<file path="src/rtl/str_next_renderer.sv">
// str_next_renderer: two-stage pixel reader for the "NEXT" label bitmap ROM.
// The raster coordinate is registered, turned into a ROM row address, and the
// returned ROM word is reduced to one registered on/off pixel. The label can be
// moved tear-free, magnified by a power of two, and blinked per frame.
//
// Stream semantics: pixel_v_i qualifies pixel_x_i/pixel_y_i in the same cycle.
// There is no back-pressure. The pipeline advances every cycle, and pixel_v_o is
// pixel_v_i delayed by exactly two cycles, aligned with pixel_o and in_region_o.
module str_next_renderer #(
  parameter int width_p        = 32,
  parameter int depth_p        = 256,
  parameter int glyphs_p       = 4,
  parameter int glyph_h_p      = 64,
  parameter int x_w_p          = 10,
  parameter int y_w_p          = 10,
  parameter int scale_lg_p     = 0,
  parameter int blink_frames_p = 30
) (
  input  logic                       clk_i,
  input  logic                       reset_n_i,
  input  logic [x_w_p-1:0]           origin_x_i,
  input  logic [y_w_p-1:0]           origin_y_i,
  input  logic                       origin_v_i,
  input  logic                       frame_start_i,
  input  logic                       blink_en_i,
  input  logic [x_w_p-1:0]           pixel_x_i,
  input  logic [y_w_p-1:0]           pixel_y_i,
  input  logic                       pixel_v_i,
  output logic [$clog2(depth_p)-1:0] rom_addr_o,
  input  logic [width_p-1:0]         rom_data_i,
  output logic                       pixel_v_o,
  output logic                       pixel_o,
  output logic                       in_region_o
);

  localparam int addr_w = $clog2(depth_p);
  localparam int col_w  = (width_p > 1) ? $clog2(width_p) : 1;
  localparam int cnt_w  = (blink_frames_p > 1) ? $clog2(blink_frames_p) : 1;
  localparam int unsigned box_w = (glyphs_p * width_p) << scale_lg_p;
  localparam int unsigned box_h = glyph_h_p << scale_lg_p;
  localparam logic [col_w-1:0] col_max  = col_w'(width_p - 1);
  localparam logic [cnt_w-1:0] cnt_last = cnt_w'(blink_frames_p - 1);

  // Active origin used for decode, plus a pending copy applied at frame start.
  logic [x_w_p-1:0] org_x, pend_x;
  logic [y_w_p-1:0] org_y, pend_y;
  logic             pend_v;

  // Blink state.
  logic [cnt_w-1:0] blink_cnt;
  logic             visible;

  // Stage-1 registers.
  logic [x_w_p-1:0] s1_x;
  logic [y_w_p-1:0] s1_y;
  logic             s1_v;

  // Stage-1 decode.
  logic [x_w_p:0]   rx;
  logic [y_w_p:0]   ry;
  logic [x_w_p-1:0] sx;
  logic [y_w_p-1:0] sy;
  logic [x_w_p-1:0] glyph;
  logic [col_w-1:0] col;
  logic             hit;
  logic             pix_bit;

  // Origin shadowing: a request made during the frame is held until frame start;
  // a request coinciding with frame start takes effect directly.
  always_ff @(posedge clk_i or negedge reset_n_i) begin
    if (!reset_n_i) begin
      org_x  <= '0;
      org_y  <= '0;
      pend_x <= '0;
      pend_y <= '0;
      pend_v <= 1'b0;
    end else if (origin_v_i && frame_start_i) begin
      org_x  <= origin_x_i;
      org_y  <= origin_y_i;
      pend_v <= 1'b0;
    end else if (origin_v_i) begin
      pend_x <= origin_x_i;
      pend_y <= origin_y_i;
      pend_v <= 1'b1;
    end else if (frame_start_i && pend_v) begin
      org_x  <= pend_x;
      org_y  <= pend_y;
      pend_v <= 1'b0;
    end
  end

  // Blink phase counter: toggles visibility every blink_frames_p frames while enabled.
  always_ff @(posedge clk_i or negedge reset_n_i) begin
    if (!reset_n_i) begin
      blink_cnt <= '0;
      visible   <= 1'b1;
    end else if (!blink_en_i) begin
      blink_cnt <= '0;
      visible   <= 1'b1;
    end else if (frame_start_i) begin
      if (blink_cnt == cnt_last) begin
        blink_cnt <= '0;
        visible   <= ~visible;
      end else begin
        blink_cnt <= blink_cnt + 1'b1;
      end
    end
  end

  // Stage 1: capture the raster coordinate.
  always_ff @(posedge clk_i or negedge reset_n_i) begin
    if (!reset_n_i) begin
      s1_x <= '0;
      s1_y <= '0;
      s1_v <= 1'b0;
    end else begin
      s1_x <= pixel_x_i;
      s1_y <= pixel_y_i;
      s1_v <= pixel_v_i;
    end
  end

  // Relative position, box test and ROM address; the top bit of rx/ry is the borrow.
  always_comb begin
    rx    = {1'b0, s1_x} - {1'b0, org_x};
    ry    = {1'b0, s1_y} - {1'b0, org_y};
    sx    = rx[x_w_p-1:0] >> scale_lg_p;
    sy    = ry[y_w_p-1:0] >> scale_lg_p;
    glyph = x_w_p'(sx / width_p);
    col   = col_w'(sx % width_p);
    hit   = s1_v && !rx[x_w_p] && !ry[y_w_p] &&
            (32'(rx[x_w_p-1:0]) < box_w) && (32'(ry[y_w_p-1:0]) < box_h);
    rom_addr_o = '0;
    if (hit) begin
      rom_addr_o = addr_w'(32'(glyph) * glyph_h_p + 32'(sy));
    end
    // Leftmost column is the ROM word MSB.
    pix_bit = rom_data_i[col_max - col];
  end

  // Stage 2: registered outputs; blink masks the pixel but not the region flag.
  always_ff @(posedge clk_i or negedge reset_n_i) begin
    if (!reset_n_i) begin
      pixel_o     <= 1'b0;
      in_region_o <= 1'b0;
      pixel_v_o   <= 1'b0;
    end else begin
      pixel_o     <= hit & pix_bit & visible;
      in_region_o <= hit;
      pixel_v_o   <= s1_v;
    end
  end

endmodule

</file>
<file path="config.mk">
export PLATFORM = sky130hd
export DESIGN_NAME = str_next_renderer
export DESIGN_NICKNAME = d
export VERILOG_FILES = /design/src/rtl/str_next_renderer.sv
export SDC_FILE = /design/constraint.sdc
export NUM_CORES = 1
export LEC_CHECK = 0
export ABC_AREA = 1
export CAP_MARGIN = 0
export CELL_PAD_IN_SITES_DETAIL_PLACEMENT = 0
export CELL_PAD_IN_SITES_GLOBAL_PLACEMENT = 2
export CORE_UTILIZATION = 32
export DETAILED_ROUTE_END_ITERATION = 8
export PLACE_DENSITY = 0.92
export SLEW_MARGIN = 40
export SYNTH_ARGS = -nofsm -noshare
export SYNTH_HDL_FRONTEND = slang
export SYNTH_SLANG_ARGS = --single-unit
</file>
<file path="constraint.sdc">
create_clock -name clk_i -period 4.6 [get_ports clk_i]
set_clock_uncertainty 0.05 [all_clocks]
set_input_delay 0.92 -clock clk_i [delete_from_list [all_inputs] [get_ports clk_i]]
set_output_delay 0.92 -clock clk_i [all_outputs]
set_load 0.01 [all_outputs]
</file>
==> summary.md <==
| Metric | Value |
|---|---|
| Initial DRC Count | `125` |
| Top-Level Pins | `89` |
| Cell area after layout | `0.00550 mm^2` |
| Die area | `0.0133 mm^2` |
| Layout cells sized above 1 | `6.24%` |
| Top cells by area, synth | `dfrtp_1 43%, nand2_1 11%, inv_1 7.3%` |
| Post-synthesis average cell area | `7.93 um^2` |
| P&R area growth vs syn | `33.7%` |
| Ys Warns | `0` |
| Core area | `0.0126 mm^2` |
| Worst-case reg-to-reg path depth | `12` |
| Final WL | `10100 um` |
| Via count | `3587` |
| Register area share after synthesis | `43.2%` |
| Chip Width | `115 um` |
| H-tree level count | `3` |
| Initial Util | `32.7%` |
| Largest net degree at the start of global routing | `46` |
| Skew-Pair Late Insertion Delay | `0.33 ns` |
| CP max FO | `3` |
| Reg power frac | `33.0%` |
| Post-synth top cells | `117 x nand2_1, 80 x inv_1, 70 x dfrtp_1` |
| Gate power share | `30.3%` |
| Max-Cap Viols | `0` |
| Worst hold path type | `reg -> reg` |
| Setup-failing EPs final | `0` |
| Fin crit share | `86.7%` |
| # rows | `41` |
| # port buffers | `88` |
| Synth cell types | `27` |
| Ys flop type | `dfrtp_1` |
| RSZ-0062 raised after global routing | `no` |
| Maximum VDD drop | `0.198 mV` |
| Hold Path Depth | `0` |
| CTS root buf | `clkbuf_16` |
| Fin crit period | `3.99 ns` |
| Final Hold Vio Count | `0` |
| Count leader, synth | `nand2_1` |
| Final Max Slew Viols | `0` |
| Yosys top cell area share | `42.6%` |
| Vias in the first global route | `3436` |
| DR pass1 iterations | `4` |
| CTS clk-pin slew, worst paths | `0.06 ns` |
| Nets | `707` |
| CP Data Required Time | `3.63 ns` |
| Initial antenna violation count | `0` |
| Hold buffer count at CTS | `0` |
| Drt wl/cell | `12.9 um` |
| Worst path arrival time | `3.02 ns` |
| Post-DR vias/cell | `4.59` |
| Clk buf depth | `2` |
| Synthesized Nets | `622` |
| Crit Path Class | `reg -> out` |
| CTS tree | `built` |
| Net Sw Power | `696 uW` |
| Post_cts resized | `0` |
| Post-synth EDFFs | `0` |
| Cell accounting for the most synthesized area | `dfrtp_1` |
| Post-Route Setup TNS | `0 ns` |
| Synthesized cell area | `0.00412 mm^2` |
| Post-Synthesis Cells | `519` |
| Switching portion of total power | `31.5%` |
| GRT Util Overall | `16.0%` |
| N_diodes | `0` |
| DP Area | `0.00516 mm^2` |
| Sink Count | `71` |
| Worst hold slack | `0.351 ns` |
| Critical path startpoint category | `flop` |
| Drt drc | `0` |
| Slew HR | `54.3%` |
| Fillers | `1263` |
| Synth async-reset ratio | `100%` |
| Global-route wire length before repair | `16600 um` |
| Clk pwr share | `36.6%` |
| Gpl congestion | `0.821` |
| Crit path capture type | `output port` |
| Pint | `1510 uW` |
| Status | `finished, final reports clean` |
| Max frequency | `0.251 GHz` |
| Final ANT Viol Nets | `0` |
| Dpl hpwl | `7650 um` |
| Leak Pwr | `0.00263 uW` |
| Setup bufs post-CTS | `0` |
| Global route overflow | `0` |
| CTS buffer count | `9` |
| Yosys reg bits | `71` |
| Cell Pwr Density | `401 mW/mm^2` |
| Die H | `115 um` |
| Actual slew at the worst max-slew pin | `0.684 ns` |
[placed cells by master (no fill, tap or decap), types with 2 or more instances in the layout]
cell | Yosys | routed
bufinv_16 | 0 | 3
inv_1 | 80 | 80
clkbuf_16 | 0 | 9
nand3_1 | 53 | 53
a21oi_1 | 35 | 34
buf_4 | 1 | 4
xor2_1 | 7 | 7
nand2_2 | 2 | 2
nor3b_1 | 2 | 2
nand3_2 | 2 | 2
o21bai_1 | 4 | 4
nand2_1 | 117 | 117
fa_1 | 2 | 2
o22ai_1 | 12 | 12
clkdlybuf4s50_1 | 0 | 87
xnor2_1 | 5 | 5
a31oi_1 | 2 | 2
ha_1 | 23 | 23
o21ai_0 | 22 | 22
o211ai_1 | 9 | 9
nor2_1 | 36 | 36
dfrtp_1 | 70 | 70
nand4_1 | 5 | 5
mux2_2 | 11 | 11
[final timing paths]
kind | start | end | slack (ns)
worst max register to register | s1_x[0] | pixel_o | 2.23
worst min register to register | s1_v | pixel_v_o | 0.35
min in group asynchronous | reset_n_i | s1_y[2] | 0.53
worst max-delay path | s1_y[0] | rom_addr_o[7] | 0.61
max in group asynchronous | reset_n_i | s1_x[5] | 3.19
worst min-delay path | s1_v | pixel_v_o | 0.35
[power by group through the flow]
stage	clock, uW	sequential (uW)	combinational (uW)
floorplan	0	732	480
global placement	0	737	673
detailed placement	0	740	675
CTS	823	729	680
global route	847	737	778
finish	809	729	669
[stage by stage]
stage                     setup slack (ns)  util (%)  total power (uW)  cells
after detailed placement             0.920      41.0              1410    765
after CTS                            0.555      43.8              2230    781
after global placement               0.962      41.0              1410    765
after floorplan                       1.56         -              1210    519
final                                0.611      43.8              2210    781
after global routing                 0.306      43.8              2360    781
[kinds of logic (layout without fill, tap and decap cells)]
family                     count (synthesis)  in the layout  share of synthesized area [%]
xor gates and xnor gates                  12             12                           2.55
AOI/OAI and AO/OA                         85             85                           11.6
and+or+nand+nor                          218            218                           22.5
adders and majority gates                 25             25                           7.97
buffers and inverters                     97            187                           9.18
DFF                                       71             71                           43.2
muxes                                     11             11                           3.01
[critical path: stages (launching register included)]
cell             delay [ns]
dfrtp_1                0.36
inv_1                  0.05
ha_1                   0.12
inv_1                  0.06
fa_1                   0.43
nand3_1                0.12
nand3_2                0.10
nand2_1                0.09
nand3_1                0.07
nand2_1                0.08
inv_1                  0.04
ha_1                   0.19
xor2_1                 0.15
xor2_1                 0.16
nor2_1                 0.11
clkdlybuf4s50_1        0.55
[final cells by class]
| type | count | area (um^2) | area share (%) |
|---|---|---|---|
| tap | 172 | 215 | 3.91 |
| sequential | 71 | 1780 | 32.3 |
| clock buffer | 9 | 225 | 4.09 |
| timing repair buffer | 91 | 901 | 16.4 |
| multi-input combinational | 351 | 1960 | 35.7 |
| clock inverter | 7 | 120 | 2.18 |
| inverter | 80 | 300 | 5.46 |
[state kept, by name, summed over array words and instances, names as in the netlist, 5 cells and up]
signal	count
pend_x	10
org_x	10
pend_y	10
blink_cnt	5
s1_x	10
org_y	10
s1_y	10
[layer usage]
metal  share of wire, %  GRT usage (%)  vias to the layer above
li1                   -              -                     1845
met1                 48           22.0                     1677
met2                 47           25.8                       57
met3                3.7           1.95                        8
met4                1.3           6.06                        0
met5                  0              0                        -
Power figures use the tool's default switching activity.
